===== config.mk =====
export PLATFORM = sky130hd
export DESIGN_NAME = gpu_vga_scanout
export DESIGN_NICKNAME = d
export VERILOG_FILES = /design/src/rtl/gpu_vga_scanout.sv
export SDC_FILE = /design/constraint.sdc
export NUM_CORES = 1
export LEC_CHECK = 0
export ABC_AREA = 1
export BUFFER_PORTS_ARGS = -buffer_cell sky130_fd_sc_hd__buf_4
export CORE_MARGIN = 2
export CORE_UTILIZATION = 40
export CTS_CLUSTER_DIAMETER = 40
export DETAILED_ROUTE_END_ITERATION = 10
export PLACE_DENSITY = 0.63
export SLEW_MARGIN = 10
export SYNTH_ARGS = -nofsm -noshare
export SYNTH_HDL_FRONTEND = slang
export SYNTH_SLANG_ARGS = --single-unit

===== constraint.sdc =====
create_clock -name clk -period 1.8 [get_ports clk]
set_input_delay 0.27 -clock clk [delete_from_list [all_inputs] [get_ports clk]]
set_output_delay 0.27 -clock clk [all_outputs]
set_load 0.005 [all_outputs]

===== src/rtl/gpu_vga_scanout.sv =====
// gpu_vga_scanout
// VGA scan-out stage sitting behind the GPU pixel ROM. Divides the system
// clock down to the pixel rate, runs the horizontal/vertical raster counters,
// addresses a 256x256 RGB444 image window in the ROM and registers the
// returned pixel together with both syncs so colour and sync share one
// pixel period of latency.
module gpu_vga_scanout #(
    parameter int          CLK_DIV      = 4,
    parameter int          H_VISIBLE    = 640,
    parameter int          H_FP         = 16,
    parameter int          H_SYNC       = 96,
    parameter int          H_BP         = 48,
    parameter int          V_VISIBLE    = 480,
    parameter int          V_FP         = 10,
    parameter int          V_SYNC       = 2,
    parameter int          V_BP         = 33,
    parameter int          IMG_X0       = 192,
    parameter int          IMG_Y0       = 112,
    parameter logic [11:0] BORDER_COLOR = 12'h000
) (
    input  logic        clk,
    input  logic        rst,
    output logic [15:0] rom_addr,
    output logic        rom_rd_en,
    input  logic [11:0] rom_data,
    output logic        vga_hs,
    output logic        vga_vs,
    output logic [3:0]  vga_r,
    output logic [3:0]  vga_g,
    output logic [3:0]  vga_b,
    output logic        frame_start
);

    // ------------------------------------------------------------------
    // Derived timing constants (all raster positions fit in 10 bits)
    // ------------------------------------------------------------------
    localparam int H_TOTAL = H_VISIBLE + H_FP + H_SYNC + H_BP;
    localparam int V_TOTAL = V_VISIBLE + V_FP + V_SYNC + V_BP;
    localparam int DIV_W   = (CLK_DIV > 1) ? $clog2(CLK_DIV) : 1;

    localparam logic [DIV_W-1:0] DIV_LAST = DIV_W'(CLK_DIV - 1);

    localparam logic [9:0] H_LAST   = 10'(H_TOTAL - 1);
    localparam logic [9:0] V_LAST   = 10'(V_TOTAL - 1);
    localparam logic [9:0] H_VIS    = 10'(H_VISIBLE);
    localparam logic [9:0] V_VIS    = 10'(V_VISIBLE);
    localparam logic [9:0] HS_FIRST = 10'(H_VISIBLE + H_FP);
    localparam logic [9:0] HS_LAST  = 10'(H_VISIBLE + H_FP + H_SYNC - 1);
    localparam logic [9:0] VS_FIRST = 10'(V_VISIBLE + V_FP);
    localparam logic [9:0] VS_LAST  = 10'(V_VISIBLE + V_FP + V_SYNC - 1);
    localparam logic [9:0] X_FIRST  = 10'(IMG_X0);
    localparam logic [9:0] X_LAST   = 10'(IMG_X0 + 255);
    localparam logic [9:0] Y_FIRST  = 10'(IMG_Y0);
    localparam logic [9:0] Y_LAST   = 10'(IMG_Y0 + 255);

    // ------------------------------------------------------------------
    // State
    // ------------------------------------------------------------------
    logic [DIV_W-1:0] div_cnt_q, div_cnt_d;
    logic [9:0]       h_cnt_q, h_cnt_d;
    logic [9:0]       v_cnt_q, v_cnt_d;
    logic [11:0]      rgb_q, rgb_d;
    logic             hs_q, hs_d;
    logic             vs_q, vs_d;
    logic             frame_start_q, frame_start_d;

    logic             tick;
    logic             line_end;
    logic             frame_end;
    logic             win;
    logic             visible;
    logic [7:0]       img_col;
    logic [7:0]       img_row;

    // Pixel-rate divider: tick marks the last system clock of a pixel period.
    always_comb begin
        // NOTE: every combinational output gets a default first so no path
        // through the block leaves it unassigned (which would infer a latch).
        div_cnt_d = div_cnt_q + DIV_W'(1);
        tick      = (div_cnt_q == DIV_LAST);
        if (tick) begin
            div_cnt_d = '0;
        end
    end

    // Raster counters: advance one pixel per tick, wrap line then frame.
    always_comb begin
        h_cnt_d       = h_cnt_q;
        v_cnt_d       = v_cnt_q;
        line_end      = (h_cnt_q == H_LAST);
        frame_end     = line_end && (v_cnt_q == V_LAST);
        frame_start_d = tick && frame_end;
        if (tick) begin
            if (line_end) begin
                h_cnt_d = '0;
                v_cnt_d = (v_cnt_q == V_LAST) ? 10'd0 : v_cnt_q + 10'd1;
            end else begin
                h_cnt_d = h_cnt_q + 10'd1;
            end
        end
    end

    // Stage 0: image-window decode and ROM address, straight off the counters.
    always_comb begin
        win       = (h_cnt_q >= X_FIRST) && (h_cnt_q <= X_LAST) &&
                    (v_cnt_q >= Y_FIRST) && (v_cnt_q <= Y_LAST);
        visible   = (h_cnt_q < H_VIS) && (v_cnt_q < V_VIS);
        // Window offsets are taken modulo 256, so only the low bytes matter.
        img_col   = h_cnt_q[7:0] - X_FIRST[7:0];
        img_row   = v_cnt_q[7:0] - Y_FIRST[7:0];
        rom_rd_en = win;
        rom_addr  = win ? {img_row, img_col} : 16'h0000;
    end

    // Stage 1 next values: colour select and sync decode for the current pixel.
    always_comb begin
        if (win) begin
            rgb_d = rom_data;
        end else if (visible) begin
            rgb_d = BORDER_COLOR;
        end else begin
            rgb_d = 12'h000;
        end
        hs_d = ~((h_cnt_q >= HS_FIRST) && (h_cnt_q <= HS_LAST));
        vs_d = ~((v_cnt_q >= VS_FIRST) && (v_cnt_q <= VS_LAST));
    end

    // All state: synchronous reset, otherwise pixel registers update on tick only.
    always_ff @(posedge clk) begin
        // NOTE: sequential state uses non-blocking assignments so every
        // register samples pre-edge values regardless of statement order.
        if (rst) begin
            div_cnt_q     <= '0;
            h_cnt_q       <= '0;
            v_cnt_q       <= '0;
            rgb_q         <= 12'h000;
            hs_q          <= 1'b1;
            vs_q          <= 1'b1;
            frame_start_q <= 1'b0;
        end else begin
            div_cnt_q     <= div_cnt_d;
            h_cnt_q       <= h_cnt_d;
            v_cnt_q       <= v_cnt_d;
            // Single-cycle strobe: cleared on every non-wrap edge.
            frame_start_q <= frame_start_d;
            if (tick) begin
                rgb_q <= rgb_d;
                hs_q  <= hs_d;
                vs_q  <= vs_d;
            end
        end
    end

    // ------------------------------------------------------------------
    // Outputs
    // ------------------------------------------------------------------
    assign vga_hs      = hs_q;
    assign vga_vs      = vs_q;
    assign vga_r       = rgb_q[11:8];
    assign vga_g       = rgb_q[7:4];
    assign vga_b       = rgb_q[3:0];
    assign frame_start = frame_start_q;

endmodule


==> out/qor.yml, run 1 <==
via_per_inst: 4.76
fin_hold_ws_ns: 0.258
r2r_setup_slack_ns: 0.11
final_antenna_net_count: 0
period_share: 1.10
maxCapViolations: 0
area_delta_synth_final_pct: 49.0
wl_per_cell_um: 12.8
clock-sinks: 37
timing.final.hold_violations: 0
ios: 46
synth-edff-count: 0
setup_viol: 17
antenna_found_initial: 0
r2r-start: "h_cnt_q[1]$_SDFFE_PP0P_"
crit_type: "reg2out"
die_h_um: 77.7
avgSynthCellArea_um2: 6.65
r2r_end: "h_cnt_q[6]$_SDFFE_PP0P_"
finClkSkew_ns: 0.00593
dp_hpwl_um: 3960
ys_types: 25
vias: 2276
die_area_mm2: 0.00604
worstSkewPairLatency_ns: 0.30
synth_seq_area_share: 0.341
syn_area_mm2: 0.00217
core_mm2: 0.00517
clk_pin_slew_worst_paths_ns: 0.08
yosys-top-cells-area: "dfxtp_1 34%, nand2_1 17%, nor2_1 8.5%, inv_1 7.6%, ha_1 6.3%"
slew_headroom: 0.789
synth_nets: 352
failed_checks: "setup timing"
yosys.area.top_type: "dfxtp_1"
start_kind: "register"
dr.pass1.iters: 4
cp.required_ns: 1.53
synthCells: 327
grt.overflow.total: 0
critPathMaxFanout: 5
rsz0062_at_grt: "yes"
status: "complete, but fails checks"
synth_most_common_cell: "nand2_1"
reg2regPathDepth: 11
synthTopCellsByCount: "96 x nand2_1, 49 x nor2_1, 44 x inv_1"
portBuffers: 45
setup_ws_ns: -0.181
drt-total-wl_um: 6140
drc: 0
cts_tree: "done"
endpoint_kind: "primary output"
hold_end: "v_cnt_q[8]$_SDFFE_PP0P_"
gp_congestion: 0.856
start_util: 0.420
numCtsBuffers: 5
drive_above_1_share: 0.343
vdd_drop_max_mv: 0.473
async_flop_share: 0
grt_pass1_wl_um: 9720
die_x_um: 77.7
hold_class: "in2reg"
hold_depth: 2
min_from: "rst"
grt_pass1_vias: 2118
grt_max_degree: 14
final_nets: 432
worst_pin_slew_ns: 0.314
p_leak_nw: 1.40
rows: 26
critPathArrivalTime_ns: 1.71
max_freq_ghz: 0.505
ys_warn_count: 0
htreeDepth: 2
grt_use_total: 0.200
min_period_ns: 1.98
pre_cts_slack_ns: 0.00558
power.density_mw_per_mm2: 512
clock_path_buffers: 2
maxSlewViolCount: 0
synth_seq_cells: 37
diodes: 0
synth_top_area_frac: 0.341
synth-main-ff-cell: "dfxtp_1"
drt-initial-drc-count: 127
clockRootBuffer: "clkbuf_8"
==> report_power, final <==
part           internal (mW)  total [mW]  leakage [nW]  switching (mW)
Clock                  0.415       0.741        0.0543           0.326
Sequential             0.823       0.828         0.304         0.00503
Combinational         0.0404      0.0881          1.04          0.0477
==> final cells by class <==
class | instances | area [µm²]
fillers | 472 | 1930
multi-input cells | 240 | 1450
clock inverters | 3 | 46.3
flip-flops and latches | 37 | 759
clock buffers | 5 | 68.8
inverters | 44 | 168
well taps | 70 | 87.6
repair buffers | 79 | 663
==> metal layers <==
layer / up-vias / GRT usage / wire length [µm]
li1: 1174 / - / -
met3: 9 / 0.0465 / 356
met5: - / 0 / 0
met1: 1036 / 0.254 / 2710
met4: 0 / 0.0732 / 65
met2: 57 / 0.331 / 3010
==> worst max-delay path by stage <==
stage,cells after the start,from,to
finish,9,h_cnt_q[1]$_SDFFE_PP0P_,rom_addr[15]
global route,9,h_cnt_q[6]$_SDFFE_PP0P_,rom_addr[2]
CTS,8,h_cnt_q[1]$_SDFFE_PP0P_,rom_addr[11]
detailed placement,8,h_cnt_q[0]$_SDFFE_PP0P_,rom_addr[0]
global placement,8,h_cnt_q[0]$_SDFFE_PP0P_,rom_addr[4]
floorplan,8,v_cnt_q[5]$_SDFFE_PP0P_,rom_addr[10]
==> worst max-delay path: stages (launching register included) <==
cell and delay, ns:
dfxtp_4 0.37, ha_4 0.14, nand3_4 0.09, nor2_4 0.14, a21oi_4 0.08, nor2_4 0.14
buf_12 0.14, nand2_8 0.10, nor2_4 0.11, buf_6 0.10
==> cell families after synthesis <==
| kind of cell | synth area share |
|---|---|
| AO/OA/AOI/OAI | 0.0558 |
| adder cells (fa/ha/maj) | 0.0633 |
| XOR/XNOR | 0.0282 |
| AND/OR/NAND/NOR | 0.410 |
| flip-flops | 0.341 |
| buffers and inverters | 0.101 |
==> state kept, by name (all words and copies together) (netlist names) <==
register     cells
div_cnt_q        2
frame_start      1
h_cnt_q         10
rgb_q           12
v_cnt_q         10
vga_hs           1
vga_vs           1
==> cell usage in the layout, fill, tap and decap left out, types with 5 or more instances in the layout <==
master	synthesis	layout
nand2_1	96	95
buf_4	2	65
inv_1	44	40
nor2_1	49	39
dfxtp_1	37	28
nor2_4	3	15
a21oi_1	15	13
nand3b_1	12	12
buf_6	2	12
nand3_1	13	10
xor2_1	7	7
nor2_2	8	6
o21ai_0	6	6
ha_1	11	6
dfxtp_2	0	6
nor3_1	5	5
clkbuf_8	0	5
==> metrics by stage <==
| step | total power, mW | TNS [ns] | cells | util | area, µm² |
|---|---|---|---|---|---|
| finish | 1.66 | -2.87 | 478 | 0.626 | 3240 |
| global route | 1.73 | -4.04 | 478 | 0.626 | 3240 |
| floorplan | 0.892 | 0 | 327 | - | 2170 |
| global placement | 0.935 | 0 | 456 | 0.524 | 2710 |
| detailed placement | 0.935 | 0 | 456 | 0.524 | 2710 |
| CTS | 1.68 | -3.97 | 471 | 0.569 | 2950 |
==> what timing repair did <==
action,CTS,global route
endpoints found under the hold margin,0,0
hold buffers,0,0
cloned,1,1
setup endpoints to repair,17,26
buffers inserted,6,6
pin swaps,9,14
gates resized for setup,15,57
Power figures use the tool's default switching activity.
==> run 2, diff against run 1 <==
--- a/config.mk
+++ b/config.mk
@@ -10,7 +10,7 @@
 export CORE_MARGIN = 2
 export CORE_UTILIZATION = 40
-export CTS_CLUSTER_DIAMETER = 40
 export DETAILED_ROUTE_END_ITERATION = 10
 export PLACE_DENSITY = 0.63
+export RECOVER_POWER = 25
 export SLEW_MARGIN = 10
 export SYNTH_ARGS = -nofsm -noshare
==> constraint.sdc (replaced) <==
create_clock -name clk -period 1.8 [get_ports clk]
set_input_delay 0.36 -clock clk [delete_from_list [all_inputs] [get_ports clk]]
set_output_delay 0.36 -clock clk [all_outputs]
set_load 0.005 [all_outputs]
==> out/qor.yml, run 2 (same netlist as run 1, synthesis figures left out) <==
clockRootBuffer: "clkbuf_8"  # unchanged
setup_ws_ns: -0.303  # was -0.181 ns
dr.pass1.iters: 4  # unchanged
final_cell_mix: "93 x nand2_1, 85 x buf_4, 40 x inv_1, 36 x nor2_1, 30 x dfxtp_1"  # was 95 x nand2_1, 65 x buf_4, 40 x inv_1, 39 x nor2_1, 28 x dfxtp_1
final_antenna_net_count: 0  # unchanged
antenna_found_initial: 0  # unchanged
seq_power_share: 0.557  # was 0.500
die_h_um: 77.7  # unchanged
finClkSkew_ns: 0.00938  # was 0.00593 ns
drive_above_1_share: 0.367  # was 0.343
drt-initial-drc-count: 99  # was 127
grt_use_total: 0.197  # was 0.200
place_area_mm2: 0.00278  # was 0.00271 mm²
grt.overflow.total: 0  # unchanged
core_mm2: 0.00517  # unchanged
final_nets: 444  # was 432
ios: 46  # unchanged
p_sw_frac: 0.238  # was 0.228
max_freq_ghz: 0.476  # was 0.505 GHz
p_int_mw: 1.14  # was 1.28 mW
critPathArrivalTime_ns: 1.74  # was 1.71 ns
grt_max_degree: 13  # was 14
slowest_delay_ns: 0.34  # was 0.37 ns
failed_checks: "setup timing"  # unchanged
numCtsBuffers: 5  # unchanged
fin_area_mm2: 0.00322  # was 0.00324 mm²
fin_tns_setup_ns: -4.30  # was -2.87 ns
dp.cells: 465  # was 456
min_period_ns: 2.10  # was 1.98 ns
crit_top_cell: "buf_4"  # was nor2_4
slew_headroom: 0.788  # was 0.789
drt-total-wl_um: 5860  # was 6140 µm
worst_pin_slew_ns: 0.316  # was 0.314 ns
fin_cells: 490  # was 478
largest_reg_flops: 12  # unchanged
worstSkewPairLatency_ns: 0.29  # was 0.30 ns
grt_pass1_wl_um: 9700  # was 9720 µm
clock_path_buffers: 2  # unchanged
p_leak_nw: 1.43  # was 1.40 nW
path_buf_inv: 4  # was 2
drc: 0  # unchanged
portBuffers: 45  # unchanged
critPathMaxFanout: 4  # was 5
endpoint_kind: "primary output"  # unchanged
gr-usage-met2: 0.320  # was 0.331
crit_slowest_cell: "dfxtp_2"  # was dfxtp_4
dp_hpwl_um: 3990  # was 3960 µm
cts_tree: "done"  # unchanged
maxCapViolations: 0  # unchanged
gp_congestion: 0.849  # was 0.856
diodes: 0  # unchanged
maxSlewViolCount: 0  # unchanged
combPwrFrac: 0.062  # was 0.053
cp.required_ns: 1.44  # was 1.53 ns
htreeDepth: 2  # unchanged
post-route-util: 0.622  # was 0.626
met3_usage: 0.0453  # was 0.0465
crit_family: "buffers and inverters"  # was simple AND/OR/NAND/NOR gates
clk_pin_slew_worst_paths_ns: 0.08  # about the same
area_delta_synth_final_pct: 48.0  # was 49.0%
pwr-share-clk: 0.382  # was 0.447
rows: 26  # unchanged
regMostFlops: "rgb_q"  # unchanged
grt_pass1_vias: 2161  # was 2118
switchingPower_mw: 0.355  # was 0.379 mW
crit_type: "reg2out"  # unchanged
via_per_inst: 4.74  # was 4.76
layout_commonest_cell: "nand2_1"  # unchanged
grt.met1_usage: 0.259  # was 0.254
clock-sinks: 37  # unchanged
vdd_drop_max_mv: 0.401  # was 0.473 mV
die_x_um: 77.7  # unchanged
hold_class: "in2reg"  # unchanged
vias: 2322  # was 2276
rsz0062_at_grt: "yes"  # unchanged
power.density_mw_per_mm2: 464  # was 512 mW/mm²
die_area_mm2: 0.00604  # unchanged
period_share: 1.17  # was 1.10
wl_per_cell_um: 12.0  # was 12.8 µm
status: "complete, but fails checks"  # unchanged
setup_viol: 17  # unchanged
start_util: 0.420  # unchanged
fin_hold_ws_ns: 0.345  # was 0.258 ns
crit_chain: "buf_4 > inv_1 > ha_2 > nand3_2 > o21ai_4 > buf_4 > nand2_8 > nor2_4 > buf_6"  # was ha_4 > nand3_4 > nor2_4 > a21oi_4 > nor2_4 > buf_12 > nand2_8 > nor2_4 > buf_6
grt_most_used_layer: "met2"  # unchanged
timing.final.hold_violations: 0  # unchanged
start_kind: "register"  # unchanged
top_regs: "rgb_q x12, h_cnt_q x10, v_cnt_q x10"  # unchanged
## run 2: changes by cell type in the layout (fill, tap and decap cells not counted), moves of 2 or more
cell      previous run  this run
buf_12               2         0
buf_4               65        85
buf_6               12         6
clkinv_2             0         2
dfxtp_1             28        30
dfxtp_4              3         1
nand2_1             95        93
nand2_2              2         4
nor2_1              39        36
nor2_2               6        14
nor2_4              15        10
## run 2: power groups by stage
stage | sequential, mW | combinational (mW) | clock [mW]
global route | 0.831 | 0.102 | 0.623
floorplan | 0.850 | 0.0422 | 0
CTS | 0.832 | 0.0887 | 0.589
detailed placement | 0.850 | 0.0880 | 0
global placement | 0.850 | 0.0870 | 0
finish | 0.831 | 0.0917 | 0.569
## run 2: layer usage
| layer | vias up | wire length [µm] |
|---|---|---|
| met4 | 0 | 85 |
| li1 | 1194 | - |
| met5 | - | 0 |
| met2 | 51 | 2800 |
| met1 | 1067 | 2690 |
| met3 | 10 | 298 |
## run 2: final timing paths
path	startpoint	to	slack, ns	cells after the start
max	v_cnt_q[4]$_SDFFE_PP0P_	rom_addr[15]	-0.30	9
min	rst	v_cnt_q[8]$_SDFFE_PP0P_	0.35	2
max reg2reg	h_cnt_q[7]$_SDFFE_PP0P_	v_cnt_q[0]$_SDFFE_PP0P_	0.10	10
min reg2reg	div_cnt_q[0]$_SDFF_PP0_	div_cnt_q[0]$_SDFF_PP0_	0.44	1
## run 2: cell type report
cell class | instances | area (µm²)
Clock buffer | 5 | 68.8
Clock inverter | 3 | 17.5
Fill cell | 470 | 1960
Inverter | 44 | 165
Multi-Input combinational cell | 240 | 1420
Sequential cell | 37 | 752
Tap cell | 70 | 87.6
Timing Repair Buffer | 91 | 706
## run 2: per-stage QoR
step / worst slack, ns / power [mW]
after floorplan: 0.0813 / 0.892
after global placement: -0.0596 / 0.937
after detailed placement: -0.0837 / 0.938
after CTS: -0.275 / 1.51
after global routing: -0.366 / 1.56
final: -0.303 / 1.49
## run 2: worst reg2reg max path, delay by kind of cell, from the launching register on
kind,cells,cell delay [ns]
flip-flops,1,0.34
AND/OR/NAND/NOR,4,0.49
XOR/XNOR,1,0.13
adder cells (fa/ha/maj),1,0.16
buffers and inverters,4,0.51
## run 2: repair_timing
action                     4_1_cts  5_1_grt
setup buffers                   12        3
hold buffers                     0        0
setup endpoints to repair       17       32
gates resized for setup         19       40
gates cloned                     2        0
pin swaps                        5        5
==> run 3, diff against run 2 <==
REMOVE_ABC_BUFFERS = 1   (was not set)
==> out/qor.yml, run 3 (same netlist as run 1, synthesis figures left out) <==
drt-total-wl_um: 5760  # was 5860 µm
grt_max_degree: 14  # was 13
vias: 2244  # was 2322
vdd_drop_max_mv: 0.416  # was 0.401 mV
fin_tns_setup_ns: -3.16  # was -4.30 ns
dr.pass1.iters: 4  # unchanged
core_mm2: 0.00517  # unchanged
final_nets: 431  # was 444
endpoint_kind: "primary output"  # unchanged
period_share: 1.13  # was 1.17
p_int_mw: 1.17  # was 1.14 mW
drc: 0  # unchanged
power.density_mw_per_mm2: 482  # was 464 mW/mm²
diodes: 0  # unchanged
slew_headroom: 0.789  # was 0.788
worst_pin_slew_ns: 0.314  # was 0.316 ns
largest_reg_flops: 12  # unchanged
area_delta_synth_final_pct: 44.2  # was 48.0%
start_kind: "register"  # unchanged
fillCellCount: 497  # was 470
clockRootBuffer: "clkbuf_8"  # unchanged
via_per_inst: 4.71  # was 4.74
clock_path_buffers: 2  # unchanged
switchingPower_mw: 0.340  # was 0.355 mW
layout_commonest_cell: "nand2_1"  # unchanged
numCtsBuffers: 5  # unchanged
antenna_found_initial: 0  # unchanged
hold_class: "in2reg"  # unchanged
die_h_um: 77.7  # unchanged
critPathMaxFanout: 8  # was 4
p_leak_nw: 1.37  # was 1.43 nW
drive_above_1_share: 0.342  # was 0.367
hold_buffers: 0  # unchanged
maxCapViolations: 0  # unchanged
failed_checks: "setup timing"  # unchanged
setup_ws_ns: -0.227  # was -0.303 ns
worstSkewPairLatency_ns: 0.29  # about the same
cp.required_ns: 1.44  # about the same
start_util: 0.420  # unchanged
timing.final.hold_violations: 0  # unchanged
crit_slowest_cell: "dfxtp_2"  # unchanged
pre_cts_slack_ns: -0.0477  # was -0.0837 ns
top_regs: "rgb_q x12, h_cnt_q x10, v_cnt_q x10"  # unchanged
fin_hold_ws_ns: 0.351  # was 0.345 ns
crit_type: "reg2out"  # unchanged
status: "complete, but fails checks"  # unchanged
gp_congestion: 0.914  # was 0.849
die_area_mm2: 0.00604  # unchanged
pwr-share-clk: 0.393  # was 0.382
htreeDepth: 2  # unchanged
drt-initial-drc-count: 103  # was 99
slowest_delay_ns: 0.37  # was 0.34 ns
min_period_ns: 2.03  # was 2.10 ns
cts_tree: "done"  # unchanged
clock-sinks: 37  # unchanged
rows: 26  # unchanged
die_x_um: 77.7  # unchanged
grt.overflow.total: 0  # unchanged
grt_pass1_wl_um: 9050  # was 9700 µm
setup_viol: 17  # unchanged
crit_top_cell: "nor2_4"  # was buf_4
wl_per_cell_um: 12.1  # was 12.0 µm
maxSlewViolCount: 0  # unchanged
p_sw_frac: 0.225  # was 0.238
clk_pin_slew_worst_paths_ns: 0.07  # was 0.08 ns
rsz0062_at_grt: "yes"  # unchanged
portBuffers: 45  # unchanged
combPwrFrac: 0.058  # was 0.062
finClkSkew_ns: 0.00801  # was 0.00938 ns
final_cell_mix: "95 x nand2_1, 61 x buf_4, 41 x inv_1, 37 x nor2_1, 26 x dfxtp_1"  # was 93 x nand2_1, 85 x buf_4, 40 x inv_1, 36 x nor2_1, 30 x dfxtp_1
crit_chain: "ha_4 > nand2_1 > nand3_2 > nand2_2 > nor2_4 > buf_12 > nand2_8 > nor2_4 > buf_6"  # was buf_4 > inv_1 > ha_2 > nand3_2 > o21ai_4 > buf_4 > nand2_8 > nor2_4 > buf_6
ios: 46  # unchanged
final_antenna_net_count: 0  # unchanged
critPathArrivalTime_ns: 1.67  # was 1.74 ns
dp_hpwl_um: 4100  # was 3990 µm
regMostFlops: "rgb_q"  # unchanged
grt_pass1_vias: 1991  # was 2161
grt_use_total: 0.186  # was 0.197
seq_power_share: 0.549  # was 0.557
max_freq_ghz: 0.493  # was 0.476 GHz
[run 3: final timing paths]
kind / startpoint / to / slack (ns) / cells past startpoint
hold reg to reg: div_cnt_q[0]$_SDFF_PP0_ / div_cnt_q[0]$_SDFF_PP0_ / 0.43 / 1
setup reg to reg: v_cnt_q[4]$_SDFFE_PP0P_ / v_cnt_q[0]$_SDFFE_PP0P_ / 0.13 / 13
setup / recovery: v_cnt_q[4]$_SDFFE_PP0P_ / rom_addr[7] / -0.23 / 9
hold / removal: rst / v_cnt_q[4]$_SDFFE_PP0P_ / 0.35 / 2
[run 3: per-layer routing]
layer  global-route usage  vias to the layer above  wire [µm]
met5                    0                        -          0
met3               0.0395                        7        208
li1                     -                     1169          -
met1                0.234                     1035       2540
met4               0.0696                        0         78
met2                0.311                       33       2930
[run 3: final cells by class]
type / instances / area [µm²] / share of cell area
clock buffer: 7 / 86.3 / 0.0275
inverter: 44 / 165 / 0.0527
multi-input combinational: 240 / 1420 / 0.454
sequential: 37 / 759 / 0.242
tap: 70 / 87.6 / 0.0279
timing repair buffer: 78 / 613 / 0.196
[run 3: what timing repair did]
action / CTS / global route
endpoints found under the setup margin: 17 / 22
pin swaps: 7 / 17
setup buffers: 2 / 4
gates cloned: 1 / 1
gates resized for setup: 15 / 44
[run 3: per-stage QoR]
| stage | power, mW | instances | utilization | area, µm² |
|---|---|---|---|---|
| 2_1_floorplan | 0.887 | 319 | - | 2120 |
| 3_3_place_gp | 0.933 | 461 | 0.531 | 2750 |
| 3_5_place_dp | 0.934 | 461 | 0.531 | 2750 |
| 4_1_cts | 1.53 | 471 | 0.565 | 2920 |
| 5_1_grt | 1.58 | 476 | 0.606 | 3130 |
| 6_report | 1.51 | 476 | 0.606 | 3130 |
[run 3: power by group through the flow]
stage / clock network [mW] / logic (mW) / registers [mW]
6_report: 0.593 / 0.0871 / 0.829
5_1_grt: 0.649 / 0.0987 / 0.830
4_1_cts: 0.611 / 0.0868 / 0.832
3_5_place_dp: 0 / 0.0837 / 0.850
3_3_place_gp: 0 / 0.0834 / 0.850
2_1_floorplan: 0 / 0.0367 / 0.850
[run 3: worst max-delay path: cells and delay by family (launching register included)]
| family | cells | cell delay [ns] |
|---|---|---|
| buffers and inverters | 2 | 0.23 |
| adders and majority gates | 1 | 0.15 |
| DFF | 1 | 0.37 |
| and+or+nand+nor | 6 | 0.61 |
